==> src/rtl/pq_array_ctrl_if.sv <==
// Client request/acknowledge, head-cell command/response and status bundle
// shared by pq_array_ctrl and the logic around it.
interface pq_array_ctrl_if #(
  parameter int IW    = 4,
  parameter int PW    = 8,
  parameter int DEPTH = 8
);
  localparam int CW = $clog2(DEPTH + 1);

  logic          push_req_i;
  logic [IW-1:0] push_id_i;
  logic [PW-1:0] push_prio_i;
  logic          pop_req_i;
  logic          drop_req_i;
  logic [IW-1:0] drop_id_i;
  logic          push_ack_o;
  logic          pop_ack_o;
  logic          drop_ack_o;
  logic          ok_o;
  logic [IW-1:0] pop_id_o;
  logic [PW-1:0] pop_prio_o;
  logic          arr_push_o;
  logic          arr_pop_o;
  logic          arr_drop_o;
  logic [IW-1:0] arr_id_o;
  logic [PW-1:0] arr_prio_o;
  logic [IW-1:0] arr_drop_id_o;
  logic          arr_push_vld_i;
  logic          arr_pop_vld_i;
  logic          arr_drop_vld_i;
  logic          arr_drop_hit_i;
  logic [IW-1:0] arr_id_i;
  logic [PW-1:0] arr_prio_i;
  logic [CW-1:0] count_o;
  logic          full_o;
  logic          empty_o;
  logic          busy_o;
  logic          err_o;

  modport slave (
    input  push_req_i, push_id_i, push_prio_i, pop_req_i, drop_req_i, drop_id_i,
    input  arr_push_vld_i, arr_pop_vld_i, arr_drop_vld_i, arr_drop_hit_i,
    input  arr_id_i, arr_prio_i,
    output push_ack_o, pop_ack_o, drop_ack_o, ok_o, pop_id_o, pop_prio_o,
    output arr_push_o, arr_pop_o, arr_drop_o, arr_id_o, arr_prio_o, arr_drop_id_o,
    output count_o, full_o, empty_o, busy_o, err_o
  );

  modport master (
    output push_req_i, push_id_i, push_prio_i, pop_req_i, drop_req_i, drop_id_i,
    output arr_push_vld_i, arr_pop_vld_i, arr_drop_vld_i, arr_drop_hit_i,
    output arr_id_i, arr_prio_i,
    input  push_ack_o, pop_ack_o, drop_ack_o, ok_o, pop_id_o, pop_prio_o,
    input  arr_push_o, arr_pop_o, arr_drop_o, arr_id_o, arr_prio_o, arr_drop_id_o,
    input  count_o, full_o, empty_o, busy_o, err_o
  );
endinterface

==> src/rtl/pq_array_ctrl.sv <==
// Front-end sequencer for the systolic priority-queue array: arbitrates client
// push/pop/drop requests and runs one head-cell command at a time.
module pq_array_ctrl #(
  parameter int IW    = 4,
  parameter int PW    = 8,
  parameter int DEPTH = 8,
  parameter int TMO   = 16
) (
  input logic            clk_i,
  input logic            rst_ni,
  pq_array_ctrl_if.slave bus
);
  localparam int CW = $clog2(DEPTH + 1);
  localparam int TW = (TMO > 1) ? $clog2(TMO) : 1;

  typedef enum logic [1:0] {
    ST_IDLE = 2'd0,
    ST_CMD  = 2'd1,
    ST_WAIT = 2'd2,
    ST_RESP = 2'd3
  } state_e;

  typedef enum logic [1:0] {
    OP_NONE = 2'd0,
    OP_PUSH = 2'd1,
    OP_POP  = 2'd2,
    OP_DROP = 2'd3
  } op_e;

  state_e        state_r, state_s;
  op_e           op_r, op_s;
  logic [TW-1:0] timer_r, timer_s;
  logic [CW-1:0] count_r, count_s;
  logic          full_r, full_s;
  logic          empty_r, empty_s;
  logic          busy_r, busy_s;
  logic          err_r, err_s;
  logic          arr_push_r, arr_push_s;
  logic          arr_pop_r, arr_pop_s;
  logic          arr_drop_r, arr_drop_s;
  logic [IW-1:0] arr_id_r, arr_id_s;
  logic [PW-1:0] arr_prio_r, arr_prio_s;
  logic [IW-1:0] arr_drop_id_r, arr_drop_id_s;
  logic          push_ack_r, push_ack_s;
  logic          pop_ack_r, pop_ack_s;
  logic          drop_ack_r, drop_ack_s;
  logic          ok_r, ok_s;
  logic [IW-1:0] pop_id_r, pop_id_s;
  logic [PW-1:0] pop_prio_r, pop_prio_s;
  logic          vld_s;
  logic          go_resp_s;
  logic          resp_ok_s;

  // Next-state, command, response and occupancy decode
  always_comb begin
    state_s       = state_r;
    op_s          = op_r;
    timer_s       = timer_r;
    count_s       = count_r;
    err_s         = err_r;
    arr_push_s    = 1'b0;
    arr_pop_s     = 1'b0;
    arr_drop_s    = 1'b0;
    arr_id_s      = arr_id_r;
    arr_prio_s    = arr_prio_r;
    arr_drop_id_s = arr_drop_id_r;
    push_ack_s    = 1'b0;
    pop_ack_s     = 1'b0;
    drop_ack_s    = 1'b0;
    ok_s          = 1'b0;
    pop_id_s      = pop_id_r;
    pop_prio_s    = pop_prio_r;
    vld_s         = 1'b0;
    go_resp_s     = 1'b0;
    resp_ok_s     = 1'b0;

    case (state_r)
      ST_IDLE: begin
        if (bus.pop_req_i) begin
          op_s = OP_POP;
          if (empty_r) begin
            go_resp_s = 1'b1;
          end else begin
            state_s   = ST_CMD;
            arr_pop_s = 1'b1;
          end
        end else if (bus.drop_req_i) begin
          op_s = OP_DROP;
          if (bus.drop_id_i == {IW{1'b0}}) begin
            go_resp_s = 1'b1;
          end else begin
            state_s       = ST_CMD;
            arr_drop_s    = 1'b1;
            arr_drop_id_s = bus.drop_id_i;
          end
        end else if (bus.push_req_i) begin
          op_s = OP_PUSH;
          if (full_r || (bus.push_id_i == {IW{1'b0}})) begin
            go_resp_s = 1'b1;
          end else begin
            state_s    = ST_CMD;
            arr_push_s = 1'b1;
            arr_id_s   = bus.push_id_i;
            arr_prio_s = bus.push_prio_i;
          end
        end else begin
          op_s = OP_NONE;
        end
      end
      ST_CMD: begin
        state_s = ST_WAIT;
        timer_s = {TW{1'b0}};
      end
      ST_WAIT: begin
        case (op_r)
          OP_PUSH: vld_s = bus.arr_push_vld_i;
          OP_POP:  vld_s = bus.arr_pop_vld_i;
          OP_DROP: vld_s = bus.arr_drop_vld_i;
          default: vld_s = 1'b0;
        endcase
        if (vld_s) begin
          go_resp_s = 1'b1;
          if (op_r == OP_DROP) begin
            resp_ok_s = bus.arr_drop_hit_i;
          end else begin
            resp_ok_s = 1'b1;
          end
          if (op_r == OP_POP) begin
            pop_id_s   = bus.arr_id_i;
            pop_prio_s = bus.arr_prio_i;
          end else begin
            pop_id_s   = pop_id_r;
            pop_prio_s = pop_prio_r;
          end
        end else if (timer_r == TW'(TMO - 1)) begin
          go_resp_s = 1'b1;
          err_s     = 1'b1;
        end else begin
          timer_s = timer_r + TW'(1);
        end
      end
      ST_RESP: begin
        state_s = ST_IDLE;
        op_s    = OP_NONE;
      end
      default: begin
        state_s = ST_IDLE;
        op_s    = OP_NONE;
      end
    endcase

    // Rejections, completions and timeouts all funnel through RESP with one ack
    if (go_resp_s) begin
      state_s = ST_RESP;
      ok_s    = resp_ok_s;
      case (op_s)
        OP_PUSH: begin
          push_ack_s = 1'b1;
          if (resp_ok_s) count_s = count_r + CW'(1);
          else           count_s = count_r;
        end
        OP_POP: begin
          pop_ack_s = 1'b1;
          if (resp_ok_s) count_s = count_r - CW'(1);
          else           count_s = count_r;
        end
        OP_DROP: begin
          drop_ack_s = 1'b1;
          if (resp_ok_s) count_s = count_r - CW'(1);
          else           count_s = count_r;
        end
        default: ok_s = 1'b0;
      endcase
    end else begin
      ok_s = 1'b0;
    end
  end

  assign full_s  = (count_s == CW'(DEPTH));
  assign empty_s = (count_s == {CW{1'b0}});
  assign busy_s  = (state_s != ST_IDLE);

  // FSM state, latched operation and WAIT timer
  always_ff @(posedge clk_i or negedge rst_ni) begin
    if (!rst_ni) begin
      state_r <= ST_IDLE;
      op_r    <= OP_NONE;
      timer_r <= {TW{1'b0}};
    end else begin
      state_r <= state_s;
      op_r    <= op_s;
      timer_r <= timer_s;
    end
  end

  // Output registers
  always_ff @(posedge clk_i or negedge rst_ni) begin
    if (!rst_ni) begin
      count_r       <= {CW{1'b0}};
      full_r        <= 1'b0;
      empty_r       <= 1'b1;
      busy_r        <= 1'b0;
      err_r         <= 1'b0;
      arr_push_r    <= 1'b0;
      arr_pop_r     <= 1'b0;
      arr_drop_r    <= 1'b0;
      arr_id_r      <= {IW{1'b0}};
      arr_prio_r    <= {PW{1'b0}};
      arr_drop_id_r <= {IW{1'b0}};
      push_ack_r    <= 1'b0;
      pop_ack_r     <= 1'b0;
      drop_ack_r    <= 1'b0;
      ok_r          <= 1'b0;
      pop_id_r      <= {IW{1'b0}};
      pop_prio_r    <= {PW{1'b0}};
    end else begin
      count_r       <= count_s;
      full_r        <= full_s;
      empty_r       <= empty_s;
      busy_r        <= busy_s;
      err_r         <= err_s;
      arr_push_r    <= arr_push_s;
      arr_pop_r     <= arr_pop_s;
      arr_drop_r    <= arr_drop_s;
      arr_id_r      <= arr_id_s;
      arr_prio_r    <= arr_prio_s;
      arr_drop_id_r <= arr_drop_id_s;
      push_ack_r    <= push_ack_s;
      pop_ack_r     <= pop_ack_s;
      drop_ack_r    <= drop_ack_s;
      ok_r          <= ok_s;
      pop_id_r      <= pop_id_s;
      pop_prio_r    <= pop_prio_s;
    end
  end

  assign bus.count_o       = count_r;
  assign bus.full_o        = full_r;
  assign bus.empty_o       = empty_r;
  assign bus.busy_o        = busy_r;
  assign bus.err_o         = err_r;
  assign bus.arr_push_o    = arr_push_r;
  assign bus.arr_pop_o     = arr_pop_r;
  assign bus.arr_drop_o    = arr_drop_r;
  assign bus.arr_id_o      = arr_id_r;
  assign bus.arr_prio_o    = arr_prio_r;
  assign bus.arr_drop_id_o = arr_drop_id_r;
  assign bus.push_ack_o    = push_ack_r;
  assign bus.pop_ack_o     = pop_ack_r;
  assign bus.drop_ack_o    = drop_ack_r;
  assign bus.ok_o          = ok_r;
  assign bus.pop_id_o      = pop_id_r;
  assign bus.pop_prio_o    = pop_prio_r;
endmodule

==> src/flat_wrapper.sv <==
// flat-port wrapper written by rule: the top's interface ports become plain ports
module pq_array_ctrl_flat 
#(
  parameter int IW    = 4,
  parameter int PW    = 8,
  parameter int DEPTH = 8,
  parameter int TMO   = 16
)
  (clk_i, rst_ni, bus_push_req_i, bus_push_id_i, bus_push_prio_i, bus_pop_req_i, bus_drop_req_i, bus_drop_id_i, bus_arr_push_vld_i, bus_arr_pop_vld_i, bus_arr_drop_vld_i, bus_arr_drop_hit_i, bus_arr_id_i, bus_arr_prio_i, bus_push_ack_o, bus_pop_ack_o, bus_drop_ack_o, bus_ok_o, bus_pop_id_o, bus_pop_prio_o, bus_arr_push_o, bus_arr_pop_o, bus_arr_drop_o, bus_arr_id_o, bus_arr_prio_o, bus_arr_drop_id_o, bus_count_o, bus_full_o, bus_empty_o, bus_busy_o, bus_err_o);
  pq_array_ctrl_if #(.IW(IW), .PW(PW), .DEPTH(DEPTH)) bus_i ();
  input logic clk_i;
  input logic rst_ni;
  input wire logic [$bits(bus_i.push_req_i)-1:0] bus_push_req_i;
  input wire logic [$bits(bus_i.push_id_i)-1:0] bus_push_id_i;
  input wire logic [$bits(bus_i.push_prio_i)-1:0] bus_push_prio_i;
  input wire logic [$bits(bus_i.pop_req_i)-1:0] bus_pop_req_i;
  input wire logic [$bits(bus_i.drop_req_i)-1:0] bus_drop_req_i;
  input wire logic [$bits(bus_i.drop_id_i)-1:0] bus_drop_id_i;
  input wire logic [$bits(bus_i.arr_push_vld_i)-1:0] bus_arr_push_vld_i;
  input wire logic [$bits(bus_i.arr_pop_vld_i)-1:0] bus_arr_pop_vld_i;
  input wire logic [$bits(bus_i.arr_drop_vld_i)-1:0] bus_arr_drop_vld_i;
  input wire logic [$bits(bus_i.arr_drop_hit_i)-1:0] bus_arr_drop_hit_i;
  input wire logic [$bits(bus_i.arr_id_i)-1:0] bus_arr_id_i;
  input wire logic [$bits(bus_i.arr_prio_i)-1:0] bus_arr_prio_i;
  output wire logic [$bits(bus_i.push_ack_o)-1:0] bus_push_ack_o;
  output wire logic [$bits(bus_i.pop_ack_o)-1:0] bus_pop_ack_o;
  output wire logic [$bits(bus_i.drop_ack_o)-1:0] bus_drop_ack_o;
  output wire logic [$bits(bus_i.ok_o)-1:0] bus_ok_o;
  output wire logic [$bits(bus_i.pop_id_o)-1:0] bus_pop_id_o;
  output wire logic [$bits(bus_i.pop_prio_o)-1:0] bus_pop_prio_o;
  output wire logic [$bits(bus_i.arr_push_o)-1:0] bus_arr_push_o;
  output wire logic [$bits(bus_i.arr_pop_o)-1:0] bus_arr_pop_o;
  output wire logic [$bits(bus_i.arr_drop_o)-1:0] bus_arr_drop_o;
  output wire logic [$bits(bus_i.arr_id_o)-1:0] bus_arr_id_o;
  output wire logic [$bits(bus_i.arr_prio_o)-1:0] bus_arr_prio_o;
  output wire logic [$bits(bus_i.arr_drop_id_o)-1:0] bus_arr_drop_id_o;
  output wire logic [$bits(bus_i.count_o)-1:0] bus_count_o;
  output wire logic [$bits(bus_i.full_o)-1:0] bus_full_o;
  output wire logic [$bits(bus_i.empty_o)-1:0] bus_empty_o;
  output wire logic [$bits(bus_i.busy_o)-1:0] bus_busy_o;
  output wire logic [$bits(bus_i.err_o)-1:0] bus_err_o;
  assign bus_i.push_req_i = bus_push_req_i;
  assign bus_i.push_id_i = bus_push_id_i;
  assign bus_i.push_prio_i = bus_push_prio_i;
  assign bus_i.pop_req_i = bus_pop_req_i;
  assign bus_i.drop_req_i = bus_drop_req_i;
  assign bus_i.drop_id_i = bus_drop_id_i;
  assign bus_i.arr_push_vld_i = bus_arr_push_vld_i;
  assign bus_i.arr_pop_vld_i = bus_arr_pop_vld_i;
  assign bus_i.arr_drop_vld_i = bus_arr_drop_vld_i;
  assign bus_i.arr_drop_hit_i = bus_arr_drop_hit_i;
  assign bus_i.arr_id_i = bus_arr_id_i;
  assign bus_i.arr_prio_i = bus_arr_prio_i;
  assign bus_push_ack_o = bus_i.push_ack_o;
  assign bus_pop_ack_o = bus_i.pop_ack_o;
  assign bus_drop_ack_o = bus_i.drop_ack_o;
  assign bus_ok_o = bus_i.ok_o;
  assign bus_pop_id_o = bus_i.pop_id_o;
  assign bus_pop_prio_o = bus_i.pop_prio_o;
  assign bus_arr_push_o = bus_i.arr_push_o;
  assign bus_arr_pop_o = bus_i.arr_pop_o;
  assign bus_arr_drop_o = bus_i.arr_drop_o;
  assign bus_arr_id_o = bus_i.arr_id_o;
  assign bus_arr_prio_o = bus_i.arr_prio_o;
  assign bus_arr_drop_id_o = bus_i.arr_drop_id_o;
  assign bus_count_o = bus_i.count_o;
  assign bus_full_o = bus_i.full_o;
  assign bus_empty_o = bus_i.empty_o;
  assign bus_busy_o = bus_i.busy_o;
  assign bus_err_o = bus_i.err_o;
  pq_array_ctrl #(.IW(IW), .PW(PW), .DEPTH(DEPTH), .TMO(TMO)) u_core (.clk_i(clk_i), .rst_ni(rst_ni), .bus(bus_i));
endmodule
==> config.mk <==
export PLATFORM = sky130hd
export DESIGN_NAME = pq_array_ctrl_flat
export DESIGN_NICKNAME = d
export VERILOG_FILES = /design/src/rtl/pq_array_ctrl_if.sv /design/src/rtl/pq_array_ctrl.sv /design/src/flat_wrapper.sv
export SDC_FILE = /design/constraint.sdc
export NUM_CORES = 1
export LEC_CHECK = 0
export CORE_UTILIZATION = 48
export DETAILED_ROUTE_END_ITERATION = 6
export PLACE_DENSITY = 0.85
export RECOVER_POWER = 25
export SLEW_MARGIN = 20
export SYNTH_ARGS = -nofsm -noshare
export SYNTH_HDL_FRONTEND = slang
export SYNTH_SLANG_ARGS = --single-unit
==> constraint.sdc <==
create_clock -name clk_i -period 4.06 [get_ports clk_i]
set_clock_uncertainty 0.2 [all_clocks]
set_input_delay 0.609 -clock clk_i [delete_from_list [all_inputs] [get_ports clk_i]]
set_output_delay 0.609 -clock clk_i [all_outputs]
set_load 0.01 [all_outputs]
Word-level counts from Yosys, hierarchy flattened. Cells that the tools add are included.

Equality and inequality tests: 13. Reductions and logical operators: 14. Bitwise logic cells: 5. Multiplexer cells: 53. Add/sub/neg operators: 3.

Operator list (number): $mux W1 (33); $mux W4 (5); $mux W2 (9); $pmux W4 S2 (2); $eq A2 B2 Y1 const B (6); $logic_not A4 Y1 (3); $reduce_and A3 Y1 (3); $add A4 B1 Y4 const B (2); $eq A4 B4 Y1 const B (2); $eq A2 B1 Y1 const B (3); $pmux W2 S3 (1); $not A1 Y1 (5); $reduce_and A5 Y1 (1); $ne A2 B2 Y1 const B (2); $pmux W2 S2 (1); $reduce_and A4 Y1 (1); $reduce_bool A2 Y1 (2); $sub A4 B1 Y4 const B (1); $pmux W1 S3 (1); $reduce_or A3 Y1 (1); $logic_not A2 Y1 (1); $pmux W1 S2 (1); $reduce_or A2 Y1 (1); $logic_or A1 B1 Y1 (1).

Output and inout bits: 43. Input port bits: 37. Bits in registers: 51. Word-level logic and storage cells: 108.

Depth between registers and ports, before layout. Gate-level depths: netlist of the first run.

Word-level depth: 9. Depth in mapped cells: 10. Gate-level depth less buffers: 9.

Least setup slack after synthesis of the first run. No wires, ideal clock.

Path kind: input port to flip-flop. From: input port bus_push_id_i[1]. To: register u_core.arr_id_r[2] (netlist: u_core.bus.arr_id_o[2]). Data required time: 3.733 ns. Data arrival time: 1.859 ns. Setup time: 0.127 ns. Buffers on the path: 2. Path slack: 1.874 ns. Stages: 6. Cell sequence: or4_4 -> nand3_1 -> or2_1 -> buf_4 -> buf_6 -> mux2_1.

Longest elaborated chain between the ends: 4.

Ends and longest elaborated chain: start: declaration (line flat_wrapper.sv:14) `input wire logic [$bits(bus_i.push_id_i)-1:0] bus_push_id_i;`; $logic_not A4 Y1 (line pq_array_ctrl.sv:98) `if (full_r || (bus.push_id_i == {IW{1'b0}})) begin`; $logic_or A1 B1 Y1 (line pq_array_ctrl.sv:98); $not A1 Y1 (no source line); $reduce_and A5 Y1 (no source line); end signal: assignment (line pq_array_ctrl.sv:207) `arr_id_r <= {IW{1'b0}};`; end signal: assignment (line pq_array_ctrl.sv:225) `arr_id_r <= arr_id_s;`; end: declaration (line pq_array_ctrl.sv:41) `logic [IW-1:0] arr_id_r, arr_id_s;`.

Every way passes these cells. A chain may end at the register's enable or synchronous reset.

Worst setup path after layout of the first run.
From: register u_core.state_r[0]. To: register u_core.timer_r[3].

Longest elaborated chain between the ends: 3. Elaborated cells on any way between the ends: 7. Those cells by class: eq/ne (4); mux (1); reduce/logical (2).

Ends and longest elaborated chain: start: declaration (line pq_array_ctrl.sv:30) `state_e state_r, state_s;`; start signal: assignment (line pq_array_ctrl.sv:190) `state_r <= state_s;`; $eq A2 B2 Y1 or $eq A2 B1 Y1 (tied branches) (line pq_array_ctrl.sv:77) `case (state_r)`; $ne A2 B2 Y1 (no source line) or $reduce_bool A2 Y1 (tied branches); $reduce_and A3 Y1 (no source line); end signal: assignment (line pq_array_ctrl.sv:188) `timer_r <= {TW{1'b0}};`; end signal: assignment (line pq_array_ctrl.sv:192) `timer_r <= timer_s;`; end: declaration (line pq_array_ctrl.sv:32) `logic [TW-1:0] timer_r, timer_s;`.

Several ways; a longest one is shown, not always the timed one.

==> results by group, run 1 <==
Outcome
  • Outcome: complete, but fails checks
  • Failing checks: DRC

Setup path
  • RR Endpoint: u_core.timer_r[3]
  • Worst r2r path cells: 7
  • Max incr delay on CP: 590 ps
  • CP arrival: 2550 ps
  • Worst endpoint required time: 4050 ps
  • Worst path bufs/invs: 1
  • Worst r2r src: u_core.state_r[0]
  • CP Class: reg2reg
  • CP cell instances: inv_1 > ha_1 > nand4b_1 > nand2_1 > a31oi_1 > and2_1 > a32o_1
  • Crit start category: flop
  • CP max FO: 13
  • Crit. End Element: flop
  • Crit path max-delay family: simple AND/OR/NAND/NOR gates
  • Slowest CP cell: nand4b_1
  • Worst R2R Setup Slack: 1510 ps

Clocking
  • Root Driver: clkbuf_8
  • CTS tree: done
  • Clk slew on worst S/H paths: 80 ps
  • Post-CTS Resized: 0
  • Cts hold-fix bufs: 0
  • Total CTS buffers: 5
  • H-tree depth: 2
  • CTS Buffer Depth: 2
  • Clock sinks: 51
  • Postcts setup bufs: 0
  • Clock latency on the worst-skew pair: 300 ps

Route
  • Post-DR wirelength/cell: 14.1 um
  • DRT iter0 DRCs: 83
  • # DRC: 12
  • Drt first pass iters: 7
  • Avg Vias per Cell: 5.15
  • Vias: 1683
  • ANT nets after route: 0
  • Routed Wire Length: 4600 um

Hold path
  • HP Class: in2async

Timing
  • Final hold violations: 0
  • Max Freq: 392 MHz
  • Final min period: 2550 ps
  • Final setup vio count: 0
  • Worst slew margin: 56.5%
  • Max-slew violations: 0
  • Final period util: 62.8%
  • Sum Neg Setup Slack: 0 ps
  • Tightest Pin Transition: 649 ps
  • RSZ-0062 raised after global routing: no

Floorplanning
  • Initial core utilization: 51.3%
  • Chip width: 70.9 um
  • Die Span Y: 70.9 um
  • Number of cell rows: 24
  • Core area: 0.00444 sq mm
  • I/O Pins: 80
  • Area of the die: 0.00503 sq mm

Layout
  • Nets: 317
  • Final core occ: 71.5%
  • Synthesis-to-layout area growth: 39.4%
  • Antenna diode count: 0
  • Ratio of cells with drive above 1 in the final layout: 15.3%
  • Fin area: 0.00318 sq mm

Place
  • Dpl hpwl: 3350 um
  • RePlAce Congestion: 0.781
  • DP Area: 0.00309 sq mm
  • # port buffers: 79

Synthesis
  • Syn Area/Cell: 11.7 sq um
  • Register area share after synthesis: 56.1%
  • Post-Syn Nets: 237
  • YS warnings: 0
  • Number of flops mapped to enable cells by yosys: 0
  • Synthesis-stage register bit count: 51
  • Synthesized instance count: 194
  • Unique cell type count in the Yosys netlist: 48
  • Mapped cell area: 0.00228 sq mm
  • Synth Flop Type: dfrtp_1
  • Async SR Flop Fraction: 100%

Job
  • Max Cap Viol: 0

Pwr
  • Maximum vdd drop: 0.423 mV
  • Pwr per Cell Area: 695 mW/mm^2
  • Leak Pwr: 1.43 nW

Global route
  • First-pass GRT wire length: 7580 um
  • Gr usage total: 19.4%
  • Largest net degree at the start of global routing: 52
  • Initial antenna violation count: 0
  • Grt total ovfl: 0
  • Vias in the first global route: 1705
## cells by family (layout without fill, tap and decap cells)
| family | after synthesis | in the layout | synth area share, % |
|---|---|---|---|
| AND/OR/NAND/NOR | 71 | 71 | 15.8 |
| flip-flops | 51 | 51 | 56.1 |
| AO/OA/AOI/OAI | 23 | 23 | 8.79 |
| multiplexers | 23 | 23 | 11.3 |
| buffers and inverters | 16 | 97 | 3.29 |
| adder cells (fa/ha/maj) | 6 | 6 | 3.29 |
| XOR/XNOR | 4 | 4 | 1.54 |
## sequential cells by signal, summed over array words and instances, names as in the netlist, 2 cells and up
name / flops
u_core.bus.pop_id_o: 4
u_core.bus.count_o: 4
u_core.timer_r: 4
u_core.op_r: 2
u_core.bus.pop_prio_o: 8
u_core.state_r: 2
u_core.bus.arr_drop_id_o: 4
u_core.bus.arr_id_o: 4
u_core.bus.arr_prio_o: 8
## where the power goes
| part | leakage, nW | internal (mW) | switching, mW |
|---|---|---|---|
| combinational | 0.743 | 0.592 | 0.493 |
| clock | 0.0422 | 0.121 | 0.156 |
| sequential | 0.645 | 0.717 | 0.127 |
| total | 1.43 | 1.43 | 0.776 |
## how the worst max path moves through the flow
| stage | slack [ps] | cells past startpoint | end | startpoint |
|---|---|---|---|---|
| 2_1_floorplan | 1870 | 6 | u_core.bus.arr_id_o[2] | bus_push_id_i[1] |
| 3_3_place_gp | 1280 | 5 | u_core.bus.arr_id_o[0] | bus_push_id_i[1] |
| 3_5_place_dp | 1250 | 6 | u_core.timer_r[3] | bus_arr_pop_vld_i |
| 4_1_cts | 1500 | 7 | u_core.timer_r[3] | u_core.state_r[0] |
| 5_1_grt | 1300 | 7 | u_core.timer_r[3] | u_core.state_r[0] |
| 6_report | 1510 | 7 | u_core.timer_r[3] | u_core.state_r[0] |
## area by class of cell
| type | instances | area, sq um |
|---|---|---|
| Sequential cell | 51 | 1280 |
| Fill cell | 349 | 1270 |
| Multi-Input combinational cell | 127 | 926 |
| Timing Repair Buffer | 79 | 788 |
| Clock buffer | 7 | 76.3 |
| Tap cell | 52 | 65.1 |
| Inverter | 10 | 37.5 |
| Clock inverter | 1 | 5.00 |
## layout by cell type, fill, tap and decap left out, drive strengths merged, types with 2 or more instances in the layout
cell type / synthesis / final
nor4b: 3 / 3
nand2b: 5 / 5
nand2: 37 / 37
or2: 2 / 2
inv: 10 / 10
a21oi: 3 / 3
ha: 6 / 6
nand3: 4 / 4
a211oi: 2 / 2
clkdlybuf4s50: 0 / 78
nor2: 10 / 10
nor2b: 2 / 2
dfrtp: 50 / 50
mux2i: 2 / 2
mux2: 21 / 21
o21ai: 8 / 8
clkbuf: 1 / 7
xor2: 3 / 3
## per-layer routing
layer  global-route usage [%]  vias to the layer above  wire length [um]
li1                         -                      814                 -
met2                     31.3                       60              2110
met3                     5.84                        5               355
met1                     25.1                      804              2080
met5                        0                        -                 0
met4                     6.67                        0                56
## per-stage QoR
stage	power [mW]	setup slack, ps	hold slack, ps	instances
floorplan	1.43	1870	113	194
global placement	1.90	1280	254	319
detailed placement	1.94	1250	267	319
CTS	2.22	1500	146	327
global route	2.34	1300	174	327
finish	2.21	1510	107	327
## synth_stat cells, drive strengths merged (3+ instances only)
cell	instances	area, sq um
nand2b	5	46.3
dfrtp	50	1250
inv	10	37.5
nor4b	3	32.5
xor2	3	26.3
buf	5	33.8
nor2	10	37.5
a21oi	3	15.0
nand3	4	20.0
ha	6	75.1
mux2	21	236
o21ai	8	62.6
nand2	37	139
(Power assumes the default switching activity.)
==> run 2, diff against run 1 <==
CORE_UTILIZATION = 45   (was 48)
PLACE_DENSITY = 0.8   (was 0.85)
clock period = 2.65 ns   (was 4.06 ns; I/O delays follow)
==> run 2 against run 1 <==
Compared with the run above:
- critical endpoint is now u_core.bus.full_o
- the flow now finishes without violations
- worst setup slack got worse by 1200 ps
- via count down 0.18%
- fmax up 9.0%
- largest cell class unchanged
- design area is 3.1% higher
- flip-flop and latch count unchanged
- hold slack gained 170 ps
- largest power group unchanged
- core utilization decreased by 3.0 points
==> results by group, run 2 (synthesized netlist as in run 1, its figures left out) <==
Global route
  • First-pass GRT wire length: 7700 um (was 7580 um)
  • Largest net degree at the start of global routing: 24 (was 52)
  • Initial antenna violation count: 0 (unchanged)
  • Grt total ovfl: 0 (unchanged)
  • Vias in the first global route: 1674 (was 1705)
  • Gr usage total: 19.0% (was 19.4%)

Setup path
  • CP max FO: 10 (was 13)
  • CP Class: reg2reg (unchanged)
  • CP cell instances: inv_1 > ha_1 > inv_1 > a311oi_2 > o21ai_2 > nor4b_1 > a211oi_1 > nor2_1 (was inv_1 > ha_1 > nand4b_1 > nand2_1 > a31oi_1 > and2_1 > a32o_1)
  • Max incr delay on CP: 390 ps (was 590 ps)
  • CP arrival: 2330 ps (was 2550 ps)
  • CP most frequent cell: inv_1
  • Slowest CP cell: dfrtp_1 (was nand4b_1)
  • Worst endpoint required time: 2640 ps (was 4050 ps)
  • Crit. End Element: flop (unchanged)
  • Crit start category: flop (unchanged)

Timing
  • Final hold violations: 0 (unchanged)
  • Max-slew violations: 0 (unchanged)
  • Final setup vio count: 0 (unchanged)
  • Max Freq: 427 MHz (was 392 MHz)
  • Worst slew margin: 19.0% (was 56.5%)
  • Sum Neg Setup Slack: 0 ps (unchanged)
  • Final min period: 2340 ps (was 2550 ps)
  • RSZ-0062 raised after global routing: no (unchanged)
  • Tightest Pin Transition: 1210 ps (was 649 ps)
  • Final period util: 88.3% (was 62.8%)

Clocking
  • H-tree depth: 2 (unchanged)
  • CTS tree: done (unchanged)
  • Post-CTS Resized: 0 (unchanged)
  • Clk slew on worst S/H paths: 90 ps (was 80 ps)
  • CTS Buffer Depth: 2 (unchanged)
  • Clock latency on the worst-skew pair: 300 ps (about the same)
  • Clock sinks: 51 (unchanged)
  • Total CTS buffers: 5 (unchanged)
  • Root Driver: clkbuf_8 (unchanged)

Floorplanning
  • Area of the die: 0.00535 sq mm (was 0.00503 sq mm)
  • Number of cell rows: 25 (was 24)
  • Core area: 0.00479 sq mm (was 0.00444 sq mm)
  • Chip width: 73.2 um (was 70.9 um)
  • Die Span Y: 73.2 um (was 70.9 um)
  • I/O Pins: 80 (unchanged)
  • Initial core utilization: 47.6% (was 51.3%)

Route
  • ANT nets after route: 0 (unchanged)
  • Vias: 1680 (was 1683)
  • Routed Wire Length: 4790 um (was 4600 um)
  • Avg Vias per Cell: 4.84 (was 5.15)
  • Post-DR wirelength/cell: 13.8 um (was 14.1 um)
  • Drt first pass iters: 4 (was 7)
  • # DRC: 0 (was 12)
  • DRT iter0 DRCs: 60 (was 83)

Layout
  • Synthesis-to-layout area growth: 43.7% (was 39.4%)
  • Fillcell total: 383 (was 349)
  • Ratio of cells with drive above 1 in the final layout: 15.7% (was 15.3%)
  • Antenna diode count: 0 (unchanged)
  • Commonest non-fill, non-tap cell in the layout: clkdlybuf4s50_1 (unchanged)
  • Commonest cells after routing, fill and taps aside: clkdlybuf4s50_1, dfrtp_1, nand2_1 (unchanged)
  • Nets: 322 (was 317)

Outcome
  • Outcome: complete, no violations (was complete, but fails checks)

Pwr
  • Overall power: 3.57 mW (was 2.21 mW)
  • Leak Pwr: 1.46 nW (was 1.43 nW)
  • Maximum vdd drop: 0.716 mV (was 0.423 mV)
  • Pwr per Cell Area: 1090 mW/mm^2 (was 695 mW/mm^2)

Job
  • Max Cap Viol: 0 (unchanged)

Place
  • # port buffers: 79 (unchanged)
  • RePlAce Congestion: 0.882 (was 0.781)
  • Dpl hpwl: 3570 um (was 3350 um)

Hold path
  • HP Class: reg2reg (was in2async)
run 2: critical path, delay by kind of cell, from the launching register on:
family / cells / cell delay [ps]
buf+inv: 2 / 260
fa+ha+maj: 1 / 340
compound gates: 3 / 790
flops: 1 / 390
simple gates: 2 / 250
run 2: timing repair:
item | CTS | global route
endpoints found under the setup margin | 0 | 0
hold buffers | 1 | 0
hold endpoints to repair | 5 | 0
buffers inserted | 0 | 0
run 2: path summary, 6_finish.rpt:
| check | startpoint | end | slack, ps | depth (start not counted) |
|---|---|---|---|---|
| worst min-delay path | u_core.bus.err_o | u_core.bus.err_o | 270 | 1 |
| worst max-delay path | u_core.state_r[0] | u_core.bus.full_o | 310 | 8 |
| worst min register to register | u_core.bus.err_o | u_core.bus.err_o | 270 | 1 |
| max in group asynchronous | rst_ni | u_core.state_r[1] | 520 | 3 |
| worst max register to register | u_core.state_r[0] | u_core.bus.full_o | 310 | 8 |
| min in group asynchronous | rst_ni | u_core.bus.err_o | 300 | 2 |
run 2: per-layer routing:
metal	vias to the layer above	track usage, %	share of wire (%)	wire length [um]
met5	-	0	0	0
met4	0	3.92	0.71	34
met3	4	5.66	6.2	296
met2	55	31.7	47	2280
met1	793	24.5	46	2190
li1	828	-	-	-
run 2: area by class of cell:
cell class | instances | area, sq um | area share, %
multi-input combinational | 127 | 926 | 28.3
clock inverter | 2 | 60.1 | 1.83
sequential | 51 | 1280 | 39.0
inverter | 10 | 37.5 | 1.15
clock buffer | 6 | 72.6 | 2.22
timing repair buffer | 84 | 817 | 25.0
tap | 67 | 83.8 | 2.56
run 2: through the flow:
stage / worst slack [ps] / hold WS, ps / area [sq um] / utilization [%] / instances
final: 309 / 274 / 3270 / 68.4 / 347
after global routing: 96.0 / 301 / 3270 / 68.4 / 347
after CTS: 298 / 246 / 3280 / 68.6 / 347
after detailed placement: 162 / 33.6 / 3140 / 65.6 / 338
after global placement: 203 / 32.9 / 3140 / 65.6 / 338
after floorplan: 619 / -98.1 / 2280 / - / 194
run 2: power by group:
| part | switching (mW) | internal, mW |
|---|---|---|
| logic | 0.744 | 0.910 |
| clock network | 0.247 | 0.377 |
| registers | 0.198 | 1.10 |
| total | 1.19 | 2.39 |
